==> src/rtl/calc_pkg.sv <==
// Shared definitions for the counter-side arithmetic blocks: BCD digit width,
// converter FSM encodings and the digit-count helper used for parameter checks.
package calc_pkg;

    localparam int BCD_DIGIT_W = 4;

    typedef enum logic [1:0] {
        CBC_IDLE  = 2'd0,
        CBC_SHIFT = 2'd1,
        CBC_DONE  = 2'd2
    } cbc_state_t;

    // Number of decimal digits needed to print the largest WIDTH-bit value.
    function automatic int bcd_digits_needed(input int width);
        longint unsigned v;
        int              n;
        v = (64'd1 << width) - 64'd1;
        n = 0;
        for (int i = 0; i < 20; i++) begin
            if (v != 64'd0) begin
                n = n + 1;
                v = v / 64'd10;
            end
        end
        if (n == 0) n = 1;
        return n;
    endfunction

endpackage

==> src/rtl/count_bcd_conv_add3_cell.sv <==
// One BCD digit correction cell for double-dabble: digits of 5 or more get +3
// so that the following left shift carries correctly into the next digit.
module bcd_add3_cell
    import calc_pkg::*;
(
    input  logic [BCD_DIGIT_W-1:0] i_digit,
    output logic [BCD_DIGIT_W-1:0] o_digit
);

    // Conditional +3 on a single digit; no carry leaves the cell.
    always_comb begin
        // NOTE: default assignment first so every path drives o_digit and no latch is inferred.
        o_digit = i_digit;
        if (i_digit >= BCD_DIGIT_W'(5)) begin
            o_digit = i_digit + BCD_DIGIT_W'(3);
        end
    end

endmodule

==> src/rtl/count_bcd_conv.sv <==
// Sequential binary-to-BCD converter for the counter value. One input bit is
// consumed per clock; result is held on out_bcd until the consumer takes it.
module count_bcd_conv
    import calc_pkg::*;
#(
    parameter int WIDTH  = 8,
    parameter int DIGITS = 3
) (
    input  logic                   clk,
    input  logic                   reset,
    input  logic                   in_valid,
    output logic                   in_ready,
    input  logic [WIDTH-1:0]       in_data,
    output logic                   out_valid,
    input  logic                   out_ready,
    output logic [4*DIGITS-1:0]    out_bcd
);

    localparam int BCD_W = BCD_DIGIT_W * DIGITS;
    localparam int CNT_W = $clog2(WIDTH + 1);

    // Too few digits would silently lose the top of the range.
    if (DIGITS < bcd_digits_needed(WIDTH)) begin : g_bad_digits
        $error("count_bcd_conv: DIGITS=%0d cannot hold 2**%0d-1", DIGITS, WIDTH);
    end

    cbc_state_t         r_state;
    logic [WIDTH-1:0]   r_bin_sr;
    logic [BCD_W-1:0]   r_bcd_acc;
    logic [CNT_W-1:0]   r_bitcnt;
    logic               r_in_ready;
    logic               r_out_valid;
    logic [BCD_W-1:0]   r_out_bcd;

    logic [BCD_W-1:0]   w_bcd_adj;
    logic [BCD_W-1:0]   w_shift_bcd;
    logic [WIDTH-1:0]   w_shift_bin;
    logic               w_unused_adj_msb;

    // Per-digit add-3 correction of the accumulator before each shift.
    for (genvar g = 0; g < DIGITS; g++) begin : g_add3
        bcd_add3_cell u_cell (
            .i_digit (r_bcd_acc[g*BCD_DIGIT_W +: BCD_DIGIT_W]),
            .o_digit (w_bcd_adj[g*BCD_DIGIT_W +: BCD_DIGIT_W])
        );
    end

    // {bcd_acc, bin_sr} shifted left by one after correction. The corrected
    // MSB always shifts out as zero because the digit count covers the range.
    assign w_shift_bcd      = {w_bcd_adj[BCD_W-2:0], r_bin_sr[WIDTH-1]};
    assign w_shift_bin      = {r_bin_sr[WIDTH-2:0], 1'b0};
    assign w_unused_adj_msb = w_bcd_adj[BCD_W-1];

    // Control FSM with shift datapath; all handshake outputs are registered.
    always_ff @(posedge clk or posedge reset) begin
        if (reset) begin
            r_state     <= CBC_IDLE;
            r_in_ready  <= 1'b1;
            r_out_valid <= 1'b0;
            r_out_bcd   <= '0;
            r_bin_sr    <= '0;
            r_bcd_acc   <= '0;
            r_bitcnt    <= '0;
        end else begin
            // NOTE: non-blocking assignments so every register samples the pre-edge values.
            case (r_state)
                CBC_IDLE: begin
                    if (in_valid && r_in_ready) begin
                        r_bin_sr   <= in_data;
                        r_bcd_acc  <= '0;
                        r_bitcnt   <= CNT_W'(WIDTH);
                        r_in_ready <= 1'b0;
                        r_state    <= CBC_SHIFT;
                    end
                end
                CBC_SHIFT: begin
                    r_bcd_acc <= w_shift_bcd;
                    r_bin_sr  <= w_shift_bin;
                    r_bitcnt  <= r_bitcnt - CNT_W'(1);
                    if (r_bitcnt == CNT_W'(1)) begin
                        r_out_bcd   <= w_shift_bcd;
                        r_out_valid <= 1'b1;
                        r_state     <= CBC_DONE;
                    end
                end
                CBC_DONE: begin
                    // out_valid is known high here, so out_ready alone completes it.
                    if (out_ready) begin
                        r_out_valid <= 1'b0;
                        r_in_ready  <= 1'b1;
                        r_state     <= CBC_IDLE;
                    end
                end
                default: begin
                    r_out_valid <= 1'b0;
                    r_in_ready  <= 1'b1;
                    r_state     <= CBC_IDLE;
                end
            endcase
        end
    end

    assign in_ready  = r_in_ready;
    assign out_valid = r_out_valid;
    assign out_bcd   = r_out_bcd;

endmodule

==> config.mk <==
export PLATFORM = sky130hd
export DESIGN_NAME = count_bcd_conv
export DESIGN_NICKNAME = d
export VERILOG_FILES = /design/src/rtl/calc_pkg.sv /design/src/rtl/count_bcd_conv_add3_cell.sv /design/src/rtl/count_bcd_conv.sv
export SDC_FILE = /design/constraint.sdc
export NUM_CORES = 1
export LEC_CHECK = 0
export ABC_AREA = 1
export BUFFER_PORTS_ARGS = -buffer_cell sky130_fd_sc_hd__buf_2
export CAP_MARGIN = 25
export CORE_ASPECT_RATIO = 0.7
export CORE_MARGIN = 8
export CORE_UTILIZATION = 50
export CTS_CLUSTER_SIZE = 16
export DETAILED_ROUTE_END_ITERATION = 10
export GPL_ROUTABILITY_DRIVEN = 0
export MAX_ROUTING_LAYER = met4
export PLACE_DENSITY = 0.7
export SETUP_SLACK_MARGIN = 0.5
export SLEW_MARGIN = 5
export SYNTH_ARGS = -nofsm -noshare
export SYNTH_HDL_FRONTEND = slang
export SYNTH_SLANG_ARGS = --single-unit
==> constraint.sdc <==
create_clock -name clk -period 1.7 [get_ports clk]
set_input_delay 0.17 -clock clk [delete_from_list [all_inputs] [get_ports clk]]
set_output_delay 0.17 -clock clk [all_outputs]
set_load 0.005 [all_outputs]
* Yosys cells after proc, flatten, opt, wreduce, memory -nomap -nowiden
Index checks and enable logic that the tools add are counted.
** Storage, ports and cells
- Flip-flop bits (word level) :: 40
- Output and inout bits :: 14
** Operators by class
- Add/sub/neg operators :: 4
- $lt $le $gt $ge :: 3
- Equal/unequal tests :: 6
- Mux-type cells :: 19
- Bitwise gates (word level) :: 2
- Reductions and logical operators :: 8
** Operators with widths (number)
- one-hot mux 12 bit (2 select lines) :: 1
- one-hot mux 8 bit (2 select lines) :: 1
- >= comparator 4 x 3 -> 1 bit (second input constant) :: 3
- 2-to-1 mux 12 bit :: 1
- 2-to-1 mux 4 bit :: 3
- AND reduction 3 bit :: 3
- adder 4 x 2 -> 4 bit (second input constant) :: 2
- 2-to-1 mux 8 bit :: 1
- one-hot mux 4 bit (2 select lines) :: 1
- 2-to-1 mux 2 bit :: 3
- inequality test 2 bit (second input constant) :: 3
- one-hot mux 1 bit (3 select lines) :: 2
- one-hot mux 2 bit (3 select lines) :: 1
- equality test 4 x 1 -> 1 bit (second input constant) :: 1
- 2-to-1 mux 1 bit :: 4
- AND reduction 2 bit :: 2
- subtractor 4 x 1 -> 4 bit (second input constant) :: 1
- adder 3 x 2 -> 3 bit (second input constant) :: 1
- 2-to-1 mux 3 bit :: 1
- equality test 2 x 1 -> 1 bit (second input constant) :: 1
- equality test 2 bit (second input constant) :: 1
- zero test 2 bit :: 1
- NOT 1 bit :: 2
- nonzero test 2 bit :: 1
- logical AND 1 bit :: 1

* Logic depth before layout (Yosys ltp)
Gate-level depths: netlist of the first run.
- Word-level depth :: 3
- Depth in mapped cells :: 8
- Mapped depth without buffers :: 8

* By module
A second synthesis of the first run with hierarchy kept.
** Unflattened totals
- Cells, all modules :: 253
- Area, all modules :: 2152.1 um^2
** By module, submodules not included
- count_bcd_conv :: instances 1, cells each 184, area an instance 1746.7 um^2, sequential area each 1002.2 um^2
- bcd_add3_cell :: instances 3, cells each 23, area an instance 135.1 um^2, sequential area each 0.0 um^2

* Least setup slack after synthesis of the first run
OpenSTA, ideal clock, no wires.
- Path kind :: reg2reg
- From :: register r_bitcnt[1]
- To :: register r_out_bcd[4] (netlist: out_bcd[4])
- Arrival :: 1.186 ns
- Required time :: 1.582 ns
- Path slack :: 0.397 ns
- Stages on the path, launching flop included :: 9
- Path through :: dfrtp_1 inv_1 ha_1 nand3_1 nor2_8 inv_6 buf_6 nand2_2 nand2_1
** Between the ends
- Cells in the longest elaborated chain, start to end :: 2
** RTL lines
- start: declaration :: line count_bcd_conv.sv:30 : logic [CNT_W-1:0] r_bitcnt;
- start signal: assignment :: line count_bcd_conv.sv:71 : r_bitcnt <= CNT_W'(WIDTH);
- start signal: assignment :: line count_bcd_conv.sv:79 : r_bitcnt <= r_bitcnt - CNT_W'(1);
- equality test 4 x 1 -> 1 bit :: line count_bcd_conv.sv:80 : if (r_bitcnt == CNT_W'(1)) begin
- AND reduction 2 bit (no source line)
- end signal: assignment :: line count_bcd_conv.sv:81 : r_out_bcd <= w_shift_bcd;
- end: declaration :: line count_bcd_conv.sv:33 : logic [BCD_W-1:0] r_out_bcd;
No other way between the ends.
A chain may end at the register's enable or synchronous reset.

* Worst setup path after layout of the first run
- From :: register r_state[1]
- To :: register r_bitcnt[1]
** Between the ends
- Cells in the longest elaborated chain, start to end :: 3
- Elaborated cells on any way between the ends :: 6
** RTL lines
- start: declaration :: line count_bcd_conv.sv:27 : cbc_state_t r_state;
- start signal: assignment :: line count_bcd_conv.sv:57 : r_state <= CBC_IDLE;
- start signal: assignment :: line count_bcd_conv.sv:73 : r_state <= CBC_SHIFT;
- start signal: assignment :: line count_bcd_conv.sv:83 : r_state <= CBC_DONE;
- equality test 2 x 1 -> 1 bit or zero test 2 bit (tied branches) :: line count_bcd_conv.sv:66 : case (r_state)
- nonzero test 2 bit (no source line) or inequality test 2 bit (tied branches)
- AND reduction 2 bit (no source line)
Several ways; a longest one is shown, not always the timed one.

==> results of run 1 <==
-- stage by stage --
step                      setup WS (ns)  power [mW]
after floorplan                   0.503        3.31
after global placement            0.280        3.81
after detailed placement          0.272        3.87
after CTS                         0.386        5.29
after global routing              0.328        6.81
final                             0.366        6.37
-- sequential cells by signal, indices dropped and copies added (netlist names) --
register	cells
r_state	2
out_bcd	12
r_bitcnt	4
r_bcd_acc	12
out_valid	1
r_bin_sr	8
in_ready	1
-- placed cells by master, fill, tap and decap left out, types with 2 or more instances in the layout --
| cell | Yosys | layout |
|---|---|---|
| nand2_1 | 78 | 53 |
| dfrtp_1 | 39 | 37 |
| nand2_2 | 10 | 30 |
| buf_2 | 3 | 25 |
| buf_4 | 0 | 23 |
| inv_1 | 29 | 18 |
| nand3_1 | 26 | 15 |
| o21ai_1 | 11 | 13 |
| inv_2 | 1 | 10 |
| o21ai_0 | 15 | 8 |
| nand3_2 | 0 | 7 |
| nand4_1 | 6 | 6 |
| buf_6 | 4 | 6 |
| nand2_4 | 0 | 5 |
| ha_4 | 0 | 5 |
| clkbuf_8 | 0 | 5 |
| nor2_1 | 5 | 4 |
| nand3_4 | 0 | 4 |
| o21ai_2 | 1 | 4 |
| buf_12 | 0 | 4 |
| o21ai_4 | 0 | 2 |
| o22ai_2 | 0 | 2 |
| a21oi_1 | 2 | 2 |
| inv_8 | 0 | 2 |
| a21boi_4 | 0 | 2 |
| ha_1 | 8 | 2 |
| clkbuf_16 | 0 | 2 |
| dfrtp_2 | 0 | 2 |
-- worst max-delay path, cell delays in order (launching register included) --
cell and delay [ns]:
dfrtp_2 0.44, buf_4 0.15, o21ai_4 0.16, buf_12 0.15
buf_12 0.11, clkbuf_16 0.14, o22ai_2 0.05
-- timing repair --
action / CTS / global route
cloned: 1 / 3
setup buffers: 21 / 8
hold buffers: 1 / 0
endpoints found under the hold margin: 25 / 0
endpoints found under the setup margin: 36 / 39
resized for setup: 53 / 48
pin swaps: 21 / 22
-- logic make-up after synthesis --
kind of cell / Yosys count
compound gates: 34
simple gates: 127
fa+ha+maj: 8
buf+inv: 38
flops: 40
-- worst paths after layout --
check / start / slack [ns] / to
worst max-delay path: r_state[1] / 0.37 / r_bitcnt[1]
worst min-delay path: in_data[0] / 0.11 / r_bin_sr[0]
worst max register to register: r_state[1] / 0.37 / r_bitcnt[1]
worst min register to register: out_bcd[10] / 0.47 / out_bcd[10]
max in group asynchronous: reset / 0.80 / in_ready
min in group asynchronous: reset / 0.52 / r_bin_sr[3]
-- power by group --
part,switching (mW),internal (mW)
logic,2.15,1.87
registers,0.343,1.40
clock network,0.338,0.279
total,2.83,3.54
-- metal layers --
layer / global-route usage [%] / routed length (um) / up-vias
li1: - / - / 925
met1: 20.8 / 2550 / 910
met2: 25.9 / 2830 / 44
met3: 4.11 / 269 / 11
met4: 8.19 / 99 / 0
met5: - / 0 / -
-- area by class of cell --
type,count,area share (%)
inverters,31,4.48
repair buffers,63,18.1
flip-flops and latches,40,33.7
multi-input cells,169,39.0
clock inverters,1,0.168
clock buffers,6,2.43
well taps,52,2.18
==> results.txt, run 1 <==
status - finished, final reports clean
ys flop type - dfrtp_1
post-synthesis mux area share - 0%
CP arrival - 1.51 ns
top-area cell type share of the netlist area - 48.0%
Hold Vio Cnt, Final - 0
Post-DP HPWL - 2950 um
placed cells - 321
Cell Rows - 19
critical path class - reg2reg
setup_tns - 0 ns
H-Tree Depth - 2
period utilization - 78.5%
crit path max fanout - 5
Post-Synthesis Cells - 247
Ports - 26
DRC errors left - 0
Avg Synthesized Cell Area - 8.23 um2
number of synthesized flops with an enable pin - 0
vias per cell - 5.22
CTS tree - yes
Pre-Repair DR Iteration Count - 4
simple-gate share of the synthesized area - 27.9%
routed len/inst - 15.9 um
syn nets - 267
Routed Wire Length - 5750 um
fmax - 0.749 GHz
DP Area - 2230 um2
clock buffer count from CTS - 5
WHS Path Cells - 3
Adder-Cell Fraction of Synth Area - 4.92%
number of max-cap violations - 0
crit start category - flip-flop
Final Critical Period - 1.33 ns
largest family of logic cells by synthesized area - simple AND/OR/NAND/NOR gates
pin count of the biggest net entering global routing - 41
post-synth top area cell - dfrtp_1
asr flop ratio synth - 100%
Congestion Overflow GR - 0
layout overhead on the synthesized area - 46.8%
initial antenna violation count - 0
WHS - 0.108 ns
max_slew headroom - 66.7%
die area - 6400 um2
total global-route track usage - 17.0%
Detailed Route Iter0 Violations - 160
pwr/cell area - 2130 nW/um2
clock tree buffer depth - 2
Synth Area in XOR/XNOR - 0%
Final Instance Area - 2990 um2
Total Nets Final - 330
root buffer cell - clkbuf_8
clock slew at the register clock pins of the worst setup and hold paths - 0.08 ns
PortBufs - 25
final core utilization - 76.1%
ant diodes - 0
VDD IR-drop max - 1.34 mV
Post-synth top cells - 78 x nand2_1, 39 x dfrtp_1, 29 x inv_1, 26 x nand3_1, 15 x o21ai_0
Synth area leaders - dfrtp_1 48%, nand2_1 14%, nand3_1 6.4%, inv_1 5.4%, ha_1 4.9%
number of synthesis warnings - 0
min-delay worst type - in2reg
Finished Layout Cells - 362
Mapped Area - 2030 um2
clock skew - 0.0100 ns
multi-input logic area - 1160 um2
leading cell type by number of instances after synthesis - nand2_1
vias after detailed routing - 1890
core area - 3920 um2
global-route wire length before repair - 8490 um
Die Wd - 92.2 um
final setup violation count - 0
Leakage - 1.54 nW
unrepaired setup endpoints after global routing - true
Starting Density - 51.8%
vias in the first global route - 1830
Worst-Skew Late Latency - 0.30 ns
layout cells sized above 1 - 47.7%
Critical Path RT - 1.88 ns
clock sink count - 40
fillcell total - 254
synthesized flop and latch total - 40
post-synthesis sequential area ratio - 49.3%
Post-DRT Antenna Nets - 0
Critical Path Sink Type - flip-flop
count of pins over their slew limit - 0
Die Y - 69.4 um
post-synthesis compound-gate area fraction - 8.98%
FF-to-FF path depth - 6
worst slew pin tran - 0.499 ns
Synth cell types - 21
register area - 1000 um2
Note: power is estimated with default switching activity, not from simulation.
==> inputs of run 2 (changes only) <==
- clock period: 1.7 -> 1.4 ns (I/O delays scaled with it)
==> results.txt, run 2 (synthesized netlist as in run 1, its figures left out) <==
max_slew headroom - 75.9% (was 66.7%)
commonest non-fill, non-tap cell in the layout - nand2_1 (unchanged)
fmax - 0.757 GHz (was 0.749 GHz)
Net Sw Frac - 42.8% (was 44.4%)
sequential share of power - 25.1% (was 27.3%)
Cell Int Power - 4.76 mW (was 3.54 mW)
layout cells sized above 1 - 52.6% (was 47.7%)
Pre-Repair DR Iteration Count - 4 (unchanged)
vias in the first global route - 2063 (was 1830)
count of pins over their slew limit - 0 (unchanged)
Starting Density - 51.8% (unchanged)
placed cells - 327 (was 321)
Die Y - 69.4 um (unchanged)
Total Nets Final - 344 (was 330)
CP dominant cell by count - nand2_1 (was buf_12)
pin count of the biggest net entering global routing - 41 (unchanged)
clock tree buffer depth - 2 (unchanged)
root buffer cell - clkbuf_8 (unchanged)
pwr/cell area - 2610 nW/um2 (was 2130 nW/um2)
Worst R2R Start - r_bcd_acc[8] (was r_state[1])
critical path cell sequence - ha_1 -> nand2_1 -> nand4_1 -> nand3_1 -> nand2_1 (was buf_4 -> o21ai_4 -> buf_12 -> buf_12 -> clkbuf_16 -> o22ai_2)
period utilization - 94.4% (was 78.5%)
critical path class - reg2reg (unchanged)
clock buffer count from CTS - 5 (unchanged)
most frequent cells in the layout - 57 x nand2_1, 37 x dfrtp_1, 33 x buf_4 (was 53 x nand2_1, 37 x dfrtp_1, 30 x nand2_2)
PortBufs - 25 (unchanged)
Max stage delay on crit path - 0.44 ns (about the same)
Routed Wire Length - 6120 um (was 5750 um)
Critical Path Sink Type - flip-flop (unchanged)
clock slew at the register clock pins of the worst setup and hold paths - 0.08 ns (about the same)
register area - 1000 um2 (unchanged)
sw power - 3.56 mW (was 2.83 mW)
Post-DP HPWL - 2990 um (was 2950 um)
stages on the worst setup path - 5 (was 6)
Ports - 26 (unchanged)
initial antenna violation count - 0 (unchanged)
DRC errors left - 0 (unchanged)
vias after detailed routing - 2045 (was 1890)
Logic pwr share - 61.4% (was 63.0%)
layout overhead on the synthesized area - 56.7% (was 46.8%)
final setup violation count - 0 (unchanged)
fillcell total - 217 (was 254)
clock share of power - 13.5% (was 9.7%)
Reg2Reg Capture Point - r_bcd_acc[9] (was r_bitcnt[1])
multi-input logic area - 1210 um2 (was 1160 um2)
global-route wire length before repair - 9850 um (was 8490 um)
core area - 3920 um2 (unchanged)
min-delay worst type - in2reg (unchanged)
Worst-Skew Late Latency - 0.30 ns (about the same)
HP Start - in_data[0] (unchanged)
Final Critical Period - 1.32 ns (was 1.33 ns)
unrepaired setup endpoints after global routing - true (unchanged)
FF-to-FF path depth - 5 (was 6)
number of max-cap violations - 0 (unchanged)
die area - 6400 um2 (unchanged)
Critical Path Source - r_bcd_acc[8] (was r_state[1])
Leakage - 1.64 nW (was 1.54 nW)
Post-DRT Antenna Nets - 0 (unchanged)
ant diodes - 0 (unchanged)
crit start category - flip-flop (unchanged)
CTS tree - yes (unchanged)
Cell Rows - 19 (unchanged)
Critical Path RT - 1.58 ns (was 1.88 ns)
Die Wd - 92.2 um (unchanged)
CP arrival - 1.51 ns (about the same)
Finished Layout Cells - 377 (was 362)
crit path max fanout - 4 (was 5)
total global-route track usage - 19.6% (was 17.0%)
VDD IR-drop max - 1.59 mV (was 1.34 mV)
worst path bufs/invs - 0 (was 4)
routed len/inst - 16.2 um (was 15.9 um)
Congestion Overflow GR - 0 (unchanged)
clock sink count - 40 (unchanged)
status - finished, final reports clean (unchanged)
worst slew pin tran - 0.361 ns (was 0.499 ns)
Detailed Route Iter0 Violations - 116 (was 160)
critical path's top delay family - simple AND/OR/NAND/NOR gates (was buffers and inverters)
vias per cell - 5.42 (was 5.22)
clock skew - 0.00793 ns (was 0.0100 ns)
Critical path destination - r_bcd_acc[9] (was r_bitcnt[1])
R2R Setup Slk - 0.08 ns (was 0.37 ns)
CP max-delay cell - dfrtp_1 (was dfrtp_2)
setup_tns - 0 ns (unchanged)
H-Tree Depth - 2 (unchanged)
Hold Vio Cnt, Final - 0 (unchanged)
run 2: cell count changes in the layout (fill, tap and decap cells not counted), sizes merged:
| cell | change |
|---|---|
| bufinv | +2 |
| clkinv | -1 |
| clkinvlp | +1 |
| buf | +17 |
| inv | -1 |
| clkbuf | -3 |
run 2: how the worst min path moves through the flow:
stage	to	cells past startpoint
finish	r_bin_sr[0]	3
CTS	r_bin_sr[0]	3
floorplan	out_bcd[0]	1
detailed placement	r_bin_sr[3]	3
global route	r_bin_sr[0]	3
global placement	out_bcd[11]	3
run 2: per-layer routing:
metal  wire [um]  share of wire [%]  track usage (%)  vias to the layer above
met5           0                  0                -                        -
met4         116                1.9             8.54                        0
met3         336                5.5             4.00                       12
met2        3010                 49             30.1                       84
met1        2660                 43             24.3                      997
li1            -                  -                -                      952
run 2: worst register-to-register path, stage by stage, from the launching register on:
cell	delay [ns]
dfrtp_1	0.44
ha_1	0.22
nand2_1	0.12
nand4_1	0.17
nand3_1	0.18
nand2_1	0.08
run 2: cell type report:
class	count	area share (%)
clock buffers	6	2.28
clock inverters	2	1.88
inverters	31	4.24
multi-input cells	169	38.0
flip-flops and latches	40	31.5
well taps	52	2.04
repair buffers	77	20.0
run 2: through the flow:
stage	instance area (um2)	power [mW]	hold slack [ns]	util, %	setup slack, ns
after global routing	3190	8.87	0.0838	81.2	0.0300
after global placement	2300	4.73	0.203	58.7	0.0462
after floorplan	2080	4.06	0.118	-	0.211
after CTS	2970	7.38	0.0812	75.8	0.158
after detailed placement	2300	4.79	0.206	58.7	0.0511
final	3190	8.32	0.0870	81.2	0.0784
run 2: power by group through the flow:
stage	Clock [mW]	Combinational [mW]	Sequential (mW)
after floorplan	0	2.04	2.02
after global placement	0	2.70	2.03
after detailed placement	0	2.76	2.03
after CTS	1.14	4.21	2.04
after global routing	1.18	5.55	2.15
final	1.12	5.11	2.09
run 2: repair_timing:
item | in CTS | in global routing
hold buffers | 1 | 0
endpoints found under the hold margin | 39 | 0
buffers inserted | 26 | 12
pin swaps | 31 | 16
setup endpoints to repair | 54 | 54
gates cloned | 3 | 0
resized for setup | 83 | 38
==> inputs of run 3 (changes only) <==
- CTS_BUF_LIST: not set -> sky130_fd_sc_hd__clkbuf_2
==> results.txt, run 3 (synthesized netlist as in run 1, its figures left out) <==
status - finished, final reports clean (unchanged)
die area - 6400 um2 (unchanged)
final core utilization - 81.0% (was 81.2%)
Routed Wire Length - 6380 um (was 6120 um)
min-delay worst type - in2reg (unchanged)
layout overhead on the synthesized area - 56.3% (was 56.7%)
vias in the first global route - 1996 (was 2063)
Die Wd - 92.2 um (unchanged)
layout cells sized above 1 - 53.5% (was 52.6%)
worst slew pin tran - 0.324 ns (was 0.361 ns)
CTS tree - yes (unchanged)
max_slew headroom - 78.4% (was 75.9%)
Post-DP HPWL - 2990 um (unchanged)
Final Critical Period - 1.39 ns (was 1.32 ns)
PortBufs - 25 (unchanged)
commonest non-fill, non-tap cell in the layout - nand2_1 (unchanged)
unrepaired setup endpoints after global routing - true (unchanged)
root buffer cell - clkbuf_2 (was clkbuf_8)
register area - 1000 um2 (about the same)
total global-route track usage - 19.0% (was 19.6%)
initial antenna violation count - 0 (unchanged)
core area - 3920 um2 (unchanged)
Congestion Overflow GR - 0 (unchanged)
Post-DRT Antenna Nets - 0 (unchanged)
Logic pwr share - 63.4% (was 61.4%)
vias per cell - 5.49 (was 5.42)
Cell Rows - 19 (unchanged)
clock buffer count from CTS - 5 (unchanged)
Ports - 26 (unchanged)
VDD IR-drop max - 1.68 mV (was 1.59 mV)
pin count of the biggest net entering global routing - 41 (unchanged)
clock tree buffer depth - 2 (unchanged)
routed len/inst - 16.8 um (was 16.2 um)
sequential share of power - 25.6% (was 25.1%)
pwr/cell area - 2540 nW/um2 (was 2610 nW/um2)
clock skew - 0.0359 ns (was 0.00793 ns)
Cell Int Power - 4.46 mW (was 4.76 mW)
H-Tree Depth - 2 (unchanged)
clock share of power - 10.9% (was 13.5%)
fillcell total - 230 (was 217)
Worst-Skew Late Latency - 0.42 ns (was 0.30 ns)
multi-input logic area - 1230 um2 (was 1210 um2)
count of pins over their slew limit - 0 (unchanged)
Leakage - 1.62 nW (was 1.64 nW)
clock slew at the register clock pins of the worst setup and hold paths - 0.23 ns (was 0.08 ns)
vias after detailed routing - 2090 (was 2045)
Pre-Repair DR Iteration Count - 4 (unchanged)
Detailed Route Iter0 Violations - 137 (was 116)
global-route wire length before repair - 9470 um (was 9850 um)
final setup violation count - 0 (unchanged)
WHS - 0.0638 ns (was 0.0870 ns)
ant diodes - 0 (unchanged)
Critical Path Sink Type - flip-flop (unchanged)
DRC errors left - 0 (unchanged)
Net Sw Frac - 44.7% (was 42.8%)
fmax - 0.720 GHz (was 0.757 GHz)
sw power - 3.61 mW (was 3.56 mW)
most frequent cells in the layout - 50 x nand2_1, 38 x dfrtp_1, 35 x buf_4 (was 57 x nand2_1, 37 x dfrtp_1, 33 x buf_4)
Hold Vio Cnt, Final - 0 (unchanged)
period utilization - 99.2% (was 94.4%)
clock sink count - 40 (unchanged)
critical path class - reg2reg (unchanged)
Critical Path RT - 1.70 ns (was 1.58 ns)
Total Nets Final - 348 (was 344)
Starting Density - 51.8% (unchanged)
Die Y - 69.4 um (unchanged)
crit path max fanout - 4 (unchanged)
crit start category - flip-flop (unchanged)
CP arrival - 1.69 ns (was 1.51 ns)
number of max-cap violations - 0 (unchanged)
setup_tns - 0 ns (unchanged)
==> run 3: changes by cell type in the layout (fill, tap and decap cells not counted), sizes merged <==
cell / delta
dlygate4sd3: +3
inv: +1
==> run 3: timing repair <==
item	in CTS	in global routing
hold buffers	4	0
buffers inserted	29	10
endpoints found under the setup margin	54	54
gates resized for setup	99	26
gates cloned	3	0
pin swaps	40	17
endpoints found under the hold margin	43	0
==> run 3: worst paths after layout <==
check,startpoint,to,slack (ns),depth (start not counted)
max in group asynchronous,reset,in_ready,0.86,4
min,in_data[4],r_bin_sr[4],0.06,5
max,r_bcd_acc[5],out_bcd[5],0.01,7
min reg2reg,out_bcd[10],out_bcd[10],0.49,2
min in group asynchronous,reset,r_bcd_acc[0],0.27,4
max reg2reg,r_bcd_acc[5],out_bcd[5],0.01,7
==> run 3: power by group through the flow <==
| stage | registers [mW] | logic, mW | clock network, mW |
|---|---|---|---|
| 2_1_floorplan | 2.02 | 2.04 | 0 |
| 3_3_place_gp | 2.03 | 2.70 | 0 |
| 3_5_place_dp | 2.03 | 2.76 | 0 |
| 4_1_cts | 2.03 | 4.31 | 0.891 |
| 5_1_grt | 2.12 | 5.51 | 0.930 |
| 6_report | 2.07 | 5.12 | 0.881 |
==> run 3: layer usage <==
layer  GRT usage (%)  wire length, um  part of all wire [%]
met1            23.8             2770                    43
met2            29.1             3130                    49
met3            3.68              278                   4.4
met4            8.36              206                   3.2
met5               -                0                     0
==> run 3: cell type report <==
| class | instances | area share (%) |
|---|---|---|
| timing repair buffer | 80 | 20.3 |
| clock buffer | 6 | 0.945 |
| inverter | 31 | 4.33 |
| clock inverter | 2 | 1.89 |
| tap | 52 | 2.05 |
| sequential | 40 | 31.6 |
| multi-input combinational | 169 | 38.7 |
| timing repair inverter | 1 | 0.276 |
==> run 3: critical path, stage by stage, from the launching register on <==
cell     delay, ns
dfrtp_1       0.46
inv_2         0.13
ha_4          0.14
inv_2         0.05
nand2_4       0.08
nand4_1       0.20
nand3_4       0.16
nand2_2       0.06
==> run 3: stage by stage <==
step	worst slack, ns	instance area, um2	std cells	power, mW
floorplan	0.211	2080	247	4.06
global route	-0.0445	3180	381	8.55
global placement	0.0462	2300	327	4.73
CTS	0.0531	3010	371	7.23
detailed placement	0.0511	2300	327	4.79
finish	0.0105	3180	381	8.07
